==> src/rtl/alarm_response_controller_pkg.sv <==
// alarm_response_controller_pkg: shared state encoding and default timing constants for the alarm clock
package alarm_response_controller_pkg;
    typedef enum logic [1:0] {
        ST_IDLE    = 2'd0,
        ST_RINGING = 2'd1,
        ST_SNOOZE  = 2'd2,
        ST_LOCKOUT = 2'd3
    } state_t;
    localparam int TIME_W               = 13;
    localparam int NUM_ALARMS           = 7;
    localparam int DEF_SNOOZE_MIN       = 9;
    localparam int DEF_MAX_SNOOZE       = 3;
    localparam int DEF_RING_TIMEOUT_MIN = 5;
    localparam int DEF_TONE_DIV         = 4;
endpackage

==> src/rtl/alarm_response_controller_rise.sv <==
// rise_detect: registered-level rising-edge detector (one flop + AND)
module rise_detect (
    input  logic clk,
    input  logic reset_n,
    input  logic level,
    output logic rise
);
    logic level_d;
    // delayed copy of the level for edge comparison
    always_ff @(posedge clk or negedge reset_n) begin
        if (!reset_n) level_d <= 1'b0;
        else          level_d <= level;
    end
    assign rise = level & ~level_d;
endmodule

==> src/rtl/alarm_response_controller.sv <==
// alarm_response_controller: turns an aa match into a ringing session with snooze, stop, timeout and lockout
module alarm_response_controller
    import alarm_response_controller_pkg::*;
#(
    parameter int SNOOZE_MIN       = DEF_SNOOZE_MIN,
    parameter int MAX_SNOOZE       = DEF_MAX_SNOOZE,
    parameter int RING_TIMEOUT_MIN = DEF_RING_TIMEOUT_MIN,
    parameter int TONE_DIV         = DEF_TONE_DIV,
    localparam int SCW             = $clog2(MAX_SNOOZE + 1)
) (
    input  logic           clk,
    input  logic           reset_n,
    input  logic           enable,
    input  logic           aa,
    input  logic           min_tick,
    input  logic           snooze_btn,
    input  logic           stop_btn,
    output logic           buzzer,
    output logic           alarm_active,
    output logic           snoozing,
    output logic [SCW-1:0] snooze_count
);
    localparam int RTW = $clog2(RING_TIMEOUT_MIN + 1);
    localparam int STW = $clog2(SNOOZE_MIN + 1);
    localparam int TDW = $clog2(TONE_DIV + 1);
    localparam logic [SCW-1:0] CNT_MAX = SCW'(MAX_SNOOZE);
    localparam logic [RTW-1:0] RT_MAX  = RTW'(RING_TIMEOUT_MIN);
    localparam logic [RTW-1:0] RT_LAST = RTW'(RING_TIMEOUT_MIN - 1);
    localparam logic [STW-1:0] SN_INIT = STW'(SNOOZE_MIN);
    localparam logic [TDW-1:0] TD_LAST = TDW'(TONE_DIV - 1);

    state_t         state, next_state;
    logic           aa_rise, snooze_rise, stop_rise;
    logic [RTW-1:0] ring_timer, ring_timer_d;
    logic [STW-1:0] snooze_timer, snooze_timer_d;
    logic [TDW-1:0] tone, tone_d;
    logic [SCW-1:0] count_d;
    logic           buzzer_d;

    rise_detect u_aa_rise     (.clk(clk), .reset_n(reset_n), .level(aa),         .rise(aa_rise));
    rise_detect u_snooze_rise (.clk(clk), .reset_n(reset_n), .level(snooze_btn), .rise(snooze_rise));
    rise_detect u_stop_rise   (.clk(clk), .reset_n(reset_n), .level(stop_btn),   .rise(stop_rise));

    // state, timers and registered outputs
    always_ff @(posedge clk or negedge reset_n) begin
        if (!reset_n) begin
            state        <= ST_IDLE;
            ring_timer   <= '0;
            snooze_timer <= '0;
            tone         <= '0;
            buzzer       <= 1'b0;
            alarm_active <= 1'b0;
            snoozing     <= 1'b0;
            snooze_count <= '0;
        end else begin
            state        <= next_state;
            ring_timer   <= ring_timer_d;
            snooze_timer <= snooze_timer_d;
            tone         <= tone_d;
            buzzer       <= buzzer_d;
            alarm_active <= next_state == ST_RINGING;
            snoozing     <= next_state == ST_SNOOZE;
            snooze_count <= count_d;
        end
    end

    // next state: ~enable > stop > aa re-trigger > snooze > timer expiry
    always_comb begin
        next_state = state;
        if (!enable) begin
            next_state = ST_IDLE;
        end else begin
            case (state)
                ST_IDLE:    if (aa_rise) next_state = ST_RINGING;
                ST_RINGING: begin
                    if (stop_rise)                                 next_state = ST_LOCKOUT;
                    else if (snooze_rise && snooze_count < CNT_MAX) next_state = ST_SNOOZE;
                    else if (min_tick && ring_timer >= RT_LAST)    next_state = ST_LOCKOUT;
                end
                ST_SNOOZE: begin
                    if (stop_rise)                                 next_state = ST_LOCKOUT;
                    else if (aa_rise)                              next_state = ST_RINGING;
                    else if (min_tick && snooze_timer <= STW'(1))  next_state = ST_RINGING;
                end
                ST_LOCKOUT: if (!aa) next_state = ST_IDLE;
                default:    next_state = ST_IDLE;
            endcase
        end
    end

    // timers, tone divider and snooze count; ticks only advance timers while staying in a state
    always_comb begin
        ring_timer_d   = '0;
        snooze_timer_d = '0;
        tone_d         = '0;
        buzzer_d       = 1'b0;
        count_d        = (next_state == ST_IDLE) ? '0 : snooze_count;
        if (next_state == ST_RINGING) begin
            if (state == ST_RINGING) begin
                ring_timer_d = (min_tick && ring_timer != RT_MAX) ? ring_timer + 1'b1 : ring_timer;
                tone_d       = (tone == TD_LAST) ? '0 : tone + 1'b1;
                buzzer_d     = (tone == TD_LAST) ? ~buzzer : buzzer;
            end else begin
                buzzer_d = 1'b1;
            end
        end
        if (next_state == ST_SNOOZE) begin
            if (state == ST_SNOOZE) begin
                snooze_timer_d = (min_tick && snooze_timer != '0) ? snooze_timer - 1'b1 : snooze_timer;
            end else begin
                snooze_timer_d = SN_INIT;
                count_d        = snooze_count + 1'b1;
            end
        end
    end
endmodule

==> config.mk <==
export PLATFORM = sky130hd
export DESIGN_NAME = alarm_response_controller
export DESIGN_NICKNAME = d
export VERILOG_FILES = /design/src/rtl/alarm_response_controller_pkg.sv /design/src/rtl/alarm_response_controller_rise.sv /design/src/rtl/alarm_response_controller.sv
export SDC_FILE = /design/constraint.sdc
export NUM_CORES = 1
export LEC_CHECK = 0
export BUFFER_PORTS_ARGS = -buffer_cell sky130_fd_sc_hd__buf_4
export CORE_MARGIN = 5
export CORE_UTILIZATION = 56
export DETAILED_ROUTE_END_ITERATION = 12
export GPL_TIMING_DRIVEN = 0
export HOLD_SLACK_MARGIN = 0.05
export PLACE_DENSITY = 0.76
export SLEW_MARGIN = 0
export SYNTH_ARGS = -nofsm -noshare
export SYNTH_HDL_FRONTEND = slang
export SYNTH_SLANG_ARGS = --single-unit
export TNS_END_PERCENT = 50
==> constraint.sdc <==
create_clock -name clk -period 1.8 [get_ports clk]
set_input_delay 0.27 -clock clk [delete_from_list [all_inputs] [get_ports clk]]
set_output_delay 0.27 -clock clk [all_outputs]
set_load 0.03 [all_outputs]
==> results.cfg, run 1 <==
[status]
status = finished, final reports clean

[sta]
slew_violations = 0
slew_headroom = 0.648
finalHoldViolations = 0
tightest_slew_ns = 0.520
skew_ns = 0.00157
min_period_ns = 1.65
rsz0062_at_grt = false
finalSetupViolCount = 0
whs_ns = 0.0665
fmax_ghz = 0.605
fin_crit_sh = 0.918
worst_slack_ns = 0.147

[worst_setup_path]
cp.required_ns = 1.99
crit_type = flip-flop to flip-flop
reg2reg_depth = 5
worstSetupStartpoint = snooze_count[1]
end_kind = flip-flop
timing.rr.start = snooze_count[1]
critPathMaxFanout = 4
critical_path.startpoint_type = flip-flop
worstPathArrival_ns = 1.84
worstPathCellList = ha_1 > nor3b_4 > o22ai_1 > o21ai_1 > a22oi_1
crit_slowest_cell = dfrtp_1
slowest_delay_ns = 0.43

[global_routing]
use_met2 = 0.302
grt_max_degree = 21
top_usage_layer = met2
grt_pass1_wl_mm = 3.43
overflow = 0
first_global_vias = 827
grt.met1_usage = 0.188
antenna_found_initial = 0
grt_util_all_layers = 0.168
met3_usage = 0.0249

[floorplanning]
ios = 12
rows = 16
die_w_um = 54.0
initial_core_util = 0.569
design.core.area_sq_um = 1900
die_h_um = 54.0
die-area_sq_um = 2910

[yosys]
syn_inst = 103
netlist_area_sq_um = 1080
synth_edf_count = 0
synth-warning-count = 0
synth_cell_type_count = 40
syn_area_per_cell_sq_um = 10.5
async_reset_ff_frac = 1.00
ys_ff_latch = 20
synth_fp_nets = 117
yosysSeqAreaShare = 0.462
synth_flop_cell = dfrtp_1

[power_and_ir_drop]
p_clk_frac = 0.367
vdd_ir_drop_max_v = 0.000682
powerDensity_nw_per_um2 = 776
seqPwrFrac = 0.475
swShare = 0.248
p_switching_mw = 0.250
internal-power_mw = 0.760
total_power_mw = 1.01
combPwrFrac = 0.158
power.leakage_nw = 0.612

[route]
ant_nets = 0
drc = 0
drt_iter0_markers = 10
drt-pass1-iter-count = 4
routed_wl_mm = 2.04
viasPerCell = 5.51
dr_total_vias = 816
avgRoutedWirePerCell_um = 13.8

[cts]
clk_latency_ns = 0.31
numCtsBuffers = 3
htree_levels = 1
root_buffer = clkbuf_4
numClockSinks = 20
clkTransAtPathRegs_ns = 0.11
cts_buffer_depth = 2
cts_tree = done

[cells_and_area]
drive_above_1_share = 0.248
nets = 136
diodes = 0
syn2layout_area_growth_pct = 20.2
layout_common_cells = dfrtp_1, buf_4, nor2_1, inv_1, ha_1
fill_cells = 143
final_common_cell = dfrtp_1

[placed_design]
gp_congestion = 0.785
pre_cts_ws_ns = 0.0392
portBuffers = 11
place_hpwl_mm = 1.50

[hold_path]
hold_path.class = primary input to flip-flop
min_path_cells = 1
hp-start = snooze_btn

[job]
cap_viol_max_count = 0
==> synthesized netlist by cell type, types with 2 or more instances <==
| master | instances | area [sq um] |
|---|---|---|
| nand2_1 | 3 | 11.3 |
| o211ai_1 | 3 | 22.5 |
| nor2_1 | 11 | 41.3 |
| nand3_1 | 2 | 10.0 |
| nor3_1 | 4 | 20.0 |
| o21ai_0 | 4 | 20.0 |
| or2b_2 | 2 | 17.5 |
| nor3b_1 | 3 | 22.5 |
| xnor2_1 | 2 | 17.5 |
| dfrtp_1 | 20 | 500 |
| buf_2 | 2 | 10.0 |
| a21oi_1 | 4 | 20.0 |
| ha_1 | 7 | 87.6 |
| inv_1 | 8 | 30.0 |
| nor2b_1 | 3 | 18.8 |
==> worst paths after layout <==
check	endpoint	slack [ns]
max	snooze_count[0]	0.15
min	u_snooze_rise.level_d	0.07
max reg2reg	snooze_count[0]	0.15
min reg2reg	tone[0]	0.46
max in group asynchronous	snooze_timer[3]	1.24
min in group asynchronous	ring_timer[1]	0.36
==> cells by family (layout without fill, tap and decap cells) <==
logic type	after synthesis	count (layout)	share of synthesized area
buf+inv	11	29	0.0405
simple gates	35	35	0.197
flops	20	20	0.462
fa+ha+maj	7	7	0.0809
xor+xnor	3	3	0.0243
compound gates	27	27	0.195
==> metal layers <==
layer  vias to the layer above  part of all wire
met2                        11              0.50
met4                         0             0.022
met5                         -                 0
met1                       392              0.45
li1                        408                 -
met3                         5             0.028
==> critical path, delay by kind of cell (launching register included) <==
| family | cells | cell delay [ns] |
|---|---|---|
| AO/OA/AOI/OAI | 3 | 0.58 |
| flip-flops | 1 | 0.43 |
| AND/OR/NAND/NOR | 1 | 0.29 |
| adder cells (fa/ha/maj) | 1 | 0.23 |
==> flip-flops by register name, summed over array words and instances (netlist names) <==
signal                 count
ring_timer                 3
u_snooze_rise.level_d      1
alarm_active               1
snoozing                   1
state                      2
buzzer                     1
tone                       3
u_aa_rise.level_d          1
snooze_count               2
u_stop_rise.level_d        1
snooze_timer               4
==> layout make-up <==
cell class                      instances  area, sq um  area share
Tap cell                               27         33.8      0.0260
Buffer                                  2         10.0     0.00769
Sequential cell                        20          500       0.385
Multi-Input combinational cell         72          563       0.433
Timing Repair Buffer                   14          108      0.0827
Clock inverter                          1         30.0      0.0231
Inverter                                9         33.8      0.0260
Clock buffer                            3         22.5      0.0173
==> power by group through the flow <==
stage          combinational (mW)  sequential (mW)  clock, mW
2_1_floorplan              0.0794            0.502          0
3_3_place_gp                0.145            0.487          0
3_5_place_dp                0.147            0.487          0
4_1_cts                     0.150            0.479      0.377
5_1_grt                     0.176            0.482      0.398
6_report                    0.160            0.479      0.371
==> what timing repair did <==
action / 4_1_cts / 5_1_grt
endpoints found under the hold margin: 20 / 0
endpoints found under the setup margin: 1 / 12
buffers inserted: 0 / 2
gates resized for setup: 0 / 4
hold buffers: 1 / 0
pin swaps: 0 / 3
==> stage by stage <==
step / instance area (sq um) / utilization / cells / TNS, ns
2_1_floorplan: 1080 / - / 103 / 0
3_3_place_gp: 1200 / 0.630 / 141 / 0
3_5_place_dp: 1200 / 0.630 / 141 / 0
4_1_cts: 1260 / 0.663 / 146 / -0.00342
5_1_grt: 1300 / 0.684 / 148 / 0
6_report: 1300 / 0.684 / 148 / 0
(Power assumes the default switching activity.)
==> run 2, diff against run 1 <==
--- a/config.mk
+++ b/config.mk
@@ -11,7 +11,7 @@
 export DETAILED_ROUTE_END_ITERATION = 12
 export GPL_TIMING_DRIVEN = 0
 export HOLD_SLACK_MARGIN = 0.05
-export PLACE_DENSITY = 0.76
+export PLACE_DENSITY = 0.88
 export SLEW_MARGIN = 0
 export SYNTH_ARGS = -nofsm -noshare
 export SYNTH_HDL_FRONTEND = slang
==> constraint.sdc (replaced) <==
create_clock -name clk -period 1.8 [get_ports clk]
set_input_delay 0.36 -clock clk [delete_from_list [all_inputs] [get_ports clk]]
set_output_delay 0.36 -clock clk [all_outputs]
set_load 0.03 [all_outputs]
==> run 2 against run 1 <==
  * Cell area grew 0.19%
  * Largest power group unchanged
  * Setup slack lost 0.085 ns
  * Clock skew grew 0.0083 ns
  * Critical path type unchanged
  * Global-route usage grew 0.36 points
  * Total power shrank 15%
  * Worst hold slack gained 0.11 ns
  * First-iteration DRC count grew 30%
  * Critical endpoint is now snooze_count[1]
  * Combinational power grew 7%
  * Cell count grew 1.4%
==> results.cfg, run 2 (synthesis gave the netlist of run 1 again) <==
[status]
status = finished, final reports clean

[sta]
finalHoldViolations = 0
tightest_slew_ns = 0.501
min_period_ns = 1.74
tns_ns = 0
fmax_ghz = 0.575
slew_headroom = 0.661
skew_ns = 0.00986
finalSetupViolCount = 0
fin_crit_sh = 0.966
slew_violations = 0

[hold_path]
hold_path.class = primary input to flip-flop

[power_and_ir_drop]
p_clk_frac = 0.239
p_switching_mw = 0.237
swShare = 0.277
powerDensity_nw_per_um2 = 656
internal-power_mw = 0.619
combPwrFrac = 0.201
seqPwrFrac = 0.560
vdd_ir_drop_max_v = 0.000701
power.leakage_nw = 0.614

[cells_and_area]
layout_common_cells = dfrtp_1, buf_4, nor2_1, inv_1, ha_1
largest_register_ffs = 4
syn2layout_area_growth_pct = 20.5
diodes = 0
drive_above_1_share = 0.285
final_common_cell = dfrtp_1
largest_register = snooze_timer
utilization = 0.686
instances_no_fill = 150
reg.largest.list = snooze_timer: 4 flops, ring_timer: 3 flops, tone: 3 flops
nets = 139

[worst_setup_path]
worstSetupStartpoint = snooze_count[1]
reg2reg_slack_ns = 0.06
worstPathCellList = ha_1 > nor3b_4 > a2111oi_4 > o22ai_4 > o2111ai_2 > o211ai_1
crit_slowest_cell = dfrtp_1
slowest_delay_ns = 0.42
cp.required_ns = 2.01
worst_path_dominant_cell_family = compound AO/OA/AOI/OAI gates
crit_type = flip-flop to flip-flop
critPathCapture = snooze_count[1]
worstPathArrival_ns = 1.94
reg2reg_depth = 6
critPathMaxFanout = 4
cp.depth = 6
end_kind = flip-flop
rr_endpoint = snooze_count[1]
critical_path.startpoint_type = flip-flop
timing.rr.start = snooze_count[1]
path_buf_inv = 0

[floorplanning]
die-area_sq_um = 2910
design.core.area_sq_um = 1900
ios = 12
initial_core_util = 0.569
die_w_um = 54.0
rows = 16
die_h_um = 54.0

[placed_design]
portBuffers = 11
gp_congestion = 0.809
place_hpwl_mm = 1.61
dp.cells = 141

[cts]
numCtsBuffers = 3
htree_levels = 1
cts_buffer_depth = 2
clkTransAtPathRegs_ns = 0.11
numClockSinks = 20
clk_latency_ns = 0.30
cts_tree = done
root_buffer = clkbuf_4

[global_routing]
top_usage_layer = met2
grt_max_degree = 21
grt_pass1_wl_mm = 3.60
grt_util_all_layers = 0.172
overflow = 0
antenna_found_initial = 0
grt.met1_usage = 0.213
use_met2 = 0.292
met3_usage = 0.0360
first_global_vias = 835

[job]
cap_viol_max_count = 0

[route]
routed_wl_mm = 2.22
avgRoutedWirePerCell_um = 14.8
ant_nets = 0
dr_total_vias = 833
drt-pass1-iter-count = 4
drc = 0
drt_iter0_markers = 13
viasPerCell = 5.55
-- run 2: timing repair --
item | CTS | global route
hold buffers | 1 | 0
hold endpoints to repair | 20 | 0
pin swaps | 0 | 3
setup endpoints to repair | 1 | 9
buffers inserted | 0 | 5
gates resized for setup | 1 | 6
-- run 2: worst min path at each step --
stage | to | from | depth (start not counted) | slack (ns)
2_1_floorplan | alarm_active | reset_n | 0 | 0.06
3_3_place_gp | snoozing | reset_n | 1 | 0.25
3_5_place_dp | snooze_timer[1] | reset_n | 1 | 0.25
4_1_cts | u_snooze_rise.level_d | snooze_btn | 1 | 0.17
5_1_grt | u_stop_rise.level_d | stop_btn | 1 | 0.16
6_report | u_stop_rise.level_d | stop_btn | 1 | 0.17
-- run 2: cell type report --
| class | count | area [sq um] |
|---|---|---|
| timing repair buffer | 17 | 130 |
| inverter | 9 | 33.8 |
| fill | 151 | 598 |
| clock buffer | 3 | 22.5 |
| buffer | 2 | 10.0 |
| sequential | 20 | 500 |
| tap | 27 | 33.8 |
| multi-input combinational | 72 | 573 |
-- run 2: metal layers --
layer  vias up  share of wire
li1        416              -
met4         0          0.011
met2        11           0.52
met3         2          0.024
met1       404           0.44
met5         -              0
-- run 2: stage by stage --
step | hold slack, ns | power, mW | area, sq um | setup WS, ns
5_1_grt | 0.159 | 0.902 | 1300 | -0.0538
3_3_place_gp | 0.246 | 0.630 | 1200 | 0.0821
6_report | 0.174 | 0.855 | 1300 | 0.0618
4_1_cts | 0.170 | 0.839 | 1230 | 0.0440
2_1_floorplan | 0.0644 | 0.581 | 1080 | 0.0209
3_5_place_dp | 0.251 | 0.636 | 1200 | 0.0160
-- run 2: power groups by stage --
| stage | Clock, mW | Combinational (mW) | Sequential [mW] |
|---|---|---|---|
| 2_1_floorplan | 0 | 0.0794 | 0.502 |
| 3_3_place_gp | 0 | 0.143 | 0.487 |
| 3_5_place_dp | 0 | 0.148 | 0.488 |
| 4_1_cts | 0.209 | 0.151 | 0.479 |
| 5_1_grt | 0.232 | 0.188 | 0.481 |
| 6_report | 0.205 | 0.172 | 0.479 |
==> run 3, diff against run 2 <==
--- a/config.mk
+++ b/config.mk
@@ -6,12 +6,13 @@
 export NUM_CORES = 1
 export LEC_CHECK = 0
 export BUFFER_PORTS_ARGS = -buffer_cell sky130_fd_sc_hd__buf_4
+export CORE_ASPECT_RATIO = 1.25
 export CORE_MARGIN = 5
 export CORE_UTILIZATION = 56
 export DETAILED_ROUTE_END_ITERATION = 12
 export GPL_TIMING_DRIVEN = 0
 export HOLD_SLACK_MARGIN = 0.05
-export PLACE_DENSITY = 0.88
+export PLACE_DENSITY = 0.8
 export SLEW_MARGIN = 0
 export SYNTH_ARGS = -nofsm -noshare
 export SYNTH_HDL_FRONTEND = slang
==> run 3 against run 2 <==
  * Via count is 1.3% lower
  * Critical endpoint is now buzzer
  * Clock power grew 26%
  * Critical path depth is 1 higher
  * Sequential share of layout area is 1.8 points higher
  * Flip-flop and latch count is the same
  * Total power rose by 4.3%
  * Worst hold slack got worse by 0.00076 ns
  * Register-to-register slack improved by 0.03 ns
==> results.cfg, run 3 (synthesis gave the netlist of run 1 again) <==
[status]
status = finished, final reports clean

[cts]
cts_tree = done
cts_buffer_depth = 2
root_buffer = clkbuf_4
clkTransAtPathRegs_ns = 0.11
numCtsBuffers = 3
htree_levels = 1
numClockSinks = 20
clk_latency_ns = 0.30

[power_and_ir_drop]
internal-power_mw = 0.655
p_clk_frac = 0.289
total_power_mw = 0.893
vdd_ir_drop_max_v = 0.000684
p_switching_mw = 0.238
powerDensity_nw_per_um2 = 716
combPwrFrac = 0.174
seqPwrFrac = 0.537
swShare = 0.267
power.leakage_nw = 0.598

[global_routing]
overflow = 0
grt_max_degree = 21
grt_util_all_layers = 0.154
grt_pass1_wl_mm = 3.53
antenna_found_initial = 0
first_global_vias = 796

[cells_and_area]
fill_cells = 143
multi_input_area_sq_um = 542
syn2layout_area_growth_pct = 15.1
largest_register_ffs = 4
layout_common_cells = dfrtp_1, buf_4, nor2_1, inv_1, ha_1
final_common_cell = dfrtp_1
utilization = 0.689
reg.largest.list = snooze_timer: 4 flops, ring_timer: 3 flops, tone: 3 flops
ff_latch_area_sq_um = 500
instances_no_fill = 139
drive_above_1_share = 0.242
largest_register = snooze_timer
nets = 135
diodes = 0

[sta]
finalSetupViolCount = 0
tightest_slew_ns = 0.426
slew_violations = 0
finalHoldViolations = 0
worst_slack_ns = 0.0869
rsz0062_at_grt = true
min_period_ns = 1.71
fmax_ghz = 0.584
fin_crit_sh = 0.952
slew_headroom = 0.712
skew_ns = 0.00376

[hold_path]
hold_path.class = primary input to flip-flop

[placed_design]
dp.cells = 133
portBuffers = 11
gp_congestion = 0.759
pre_cts_ws_ns = -0.0617
place_hpwl_mm = 1.61

[job]
cap_viol_max_count = 0

[worst_setup_path]
critical_path.startpoint_type = flip-flop
worstPathArrival_ns = 1.95
critPathMaxFanout = 4
cp.required_ns = 2.04
crit_type = flip-flop to flip-flop
end_kind = flip-flop

[route]
drt-pass1-iter-count = 4
avgRoutedWirePerCell_um = 14.8
routed_wl_mm = 2.06
dr_total_vias = 822
drt_iter0_markers = 16
viasPerCell = 5.91
ant_nets = 0
drc = 0

[floorplanning]
die_w_um = 49.3
die-area_sq_um = 2920
rows = 17
die_h_um = 59.2
ios = 12
initial_core_util = 0.599
design.core.area_sq_um = 1810
run 3: cell type report:
class                      count  area share
multi-input combinational     72       0.435
sequential                    20       0.402
timing repair buffer          13      0.0803
clock buffer                   4      0.0291
inverter                       9      0.0271
tap                           19      0.0191
buffer                         2     0.00803
run 3: path summary, 6_finish.rpt:
check                                      from                    end  slack (ns)  cells past startpoint
min in group asynchronous               reset_n               state[1]        0.45                      2
max in group asynchronous               reset_n           alarm_active        1.15                      2
worst min register to register          tone[0]                tone[0]        0.45                      1
worst max register to register  snooze_count[1]                 buzzer        0.09                      7
worst min-delay path                 snooze_btn  u_snooze_rise.level_d        0.17                      1
worst max-delay path            snooze_count[1]                 buzzer        0.09                      7
run 3: per-stage QoR:
stage | setup TNS (ns) | hold WS, ns | cell area [sq um]
global placement | 0 | 0.245 | 1190
CTS | 0 | 0.166 | 1230
detailed placement | -0.0617 | 0.248 | 1190
floorplan | 0 | 0.0644 | 1080
global route | -0.186 | 0.155 | 1250
finish | 0 | 0.173 | 1250
run 3: metal layers:
metal	share of wire	GRT usage	up-vias
li1	-	-	405
met1	0.41	0.180	394
met2	0.54	0.282	19
met3	0.040	0.0227	4
met4	0.012	0.0577	0
met5	0	0	-
run 3: repair_timing:
item                                    in CTS  in global routing
endpoints found under the setup margin       1                  8
buffers inserted                             0                  1
hold buffers                                 1                  0
endpoints found under the hold margin       20                  0
gates resized for setup                      1                  1
pin swaps                                    0                  1
run 3: power by group through the flow:
| stage | Sequential, mW | Clock (mW) | Combinational [mW] |
|---|---|---|---|
| 6_report | 0.479 | 0.258 | 0.155 |
| 5_1_grt | 0.482 | 0.287 | 0.171 |
| 4_1_cts | 0.479 | 0.268 | 0.152 |
| 3_5_place_dp | 0.488 | 0 | 0.149 |
| 3_3_place_gp | 0.487 | 0 | 0.142 |
| 2_1_floorplan | 0.502 | 0 | 0.0794 |
run 3: critical path, cell delays in order (launching register included):
cell and delay [ns]:
dfrtp_1 0.41, ha_1 0.21, nor3b_4 0.07, a2111oi_2 0.36
o22ai_2 0.16, buf_4 0.17, o22a_2 0.18, nor2_1 0.07
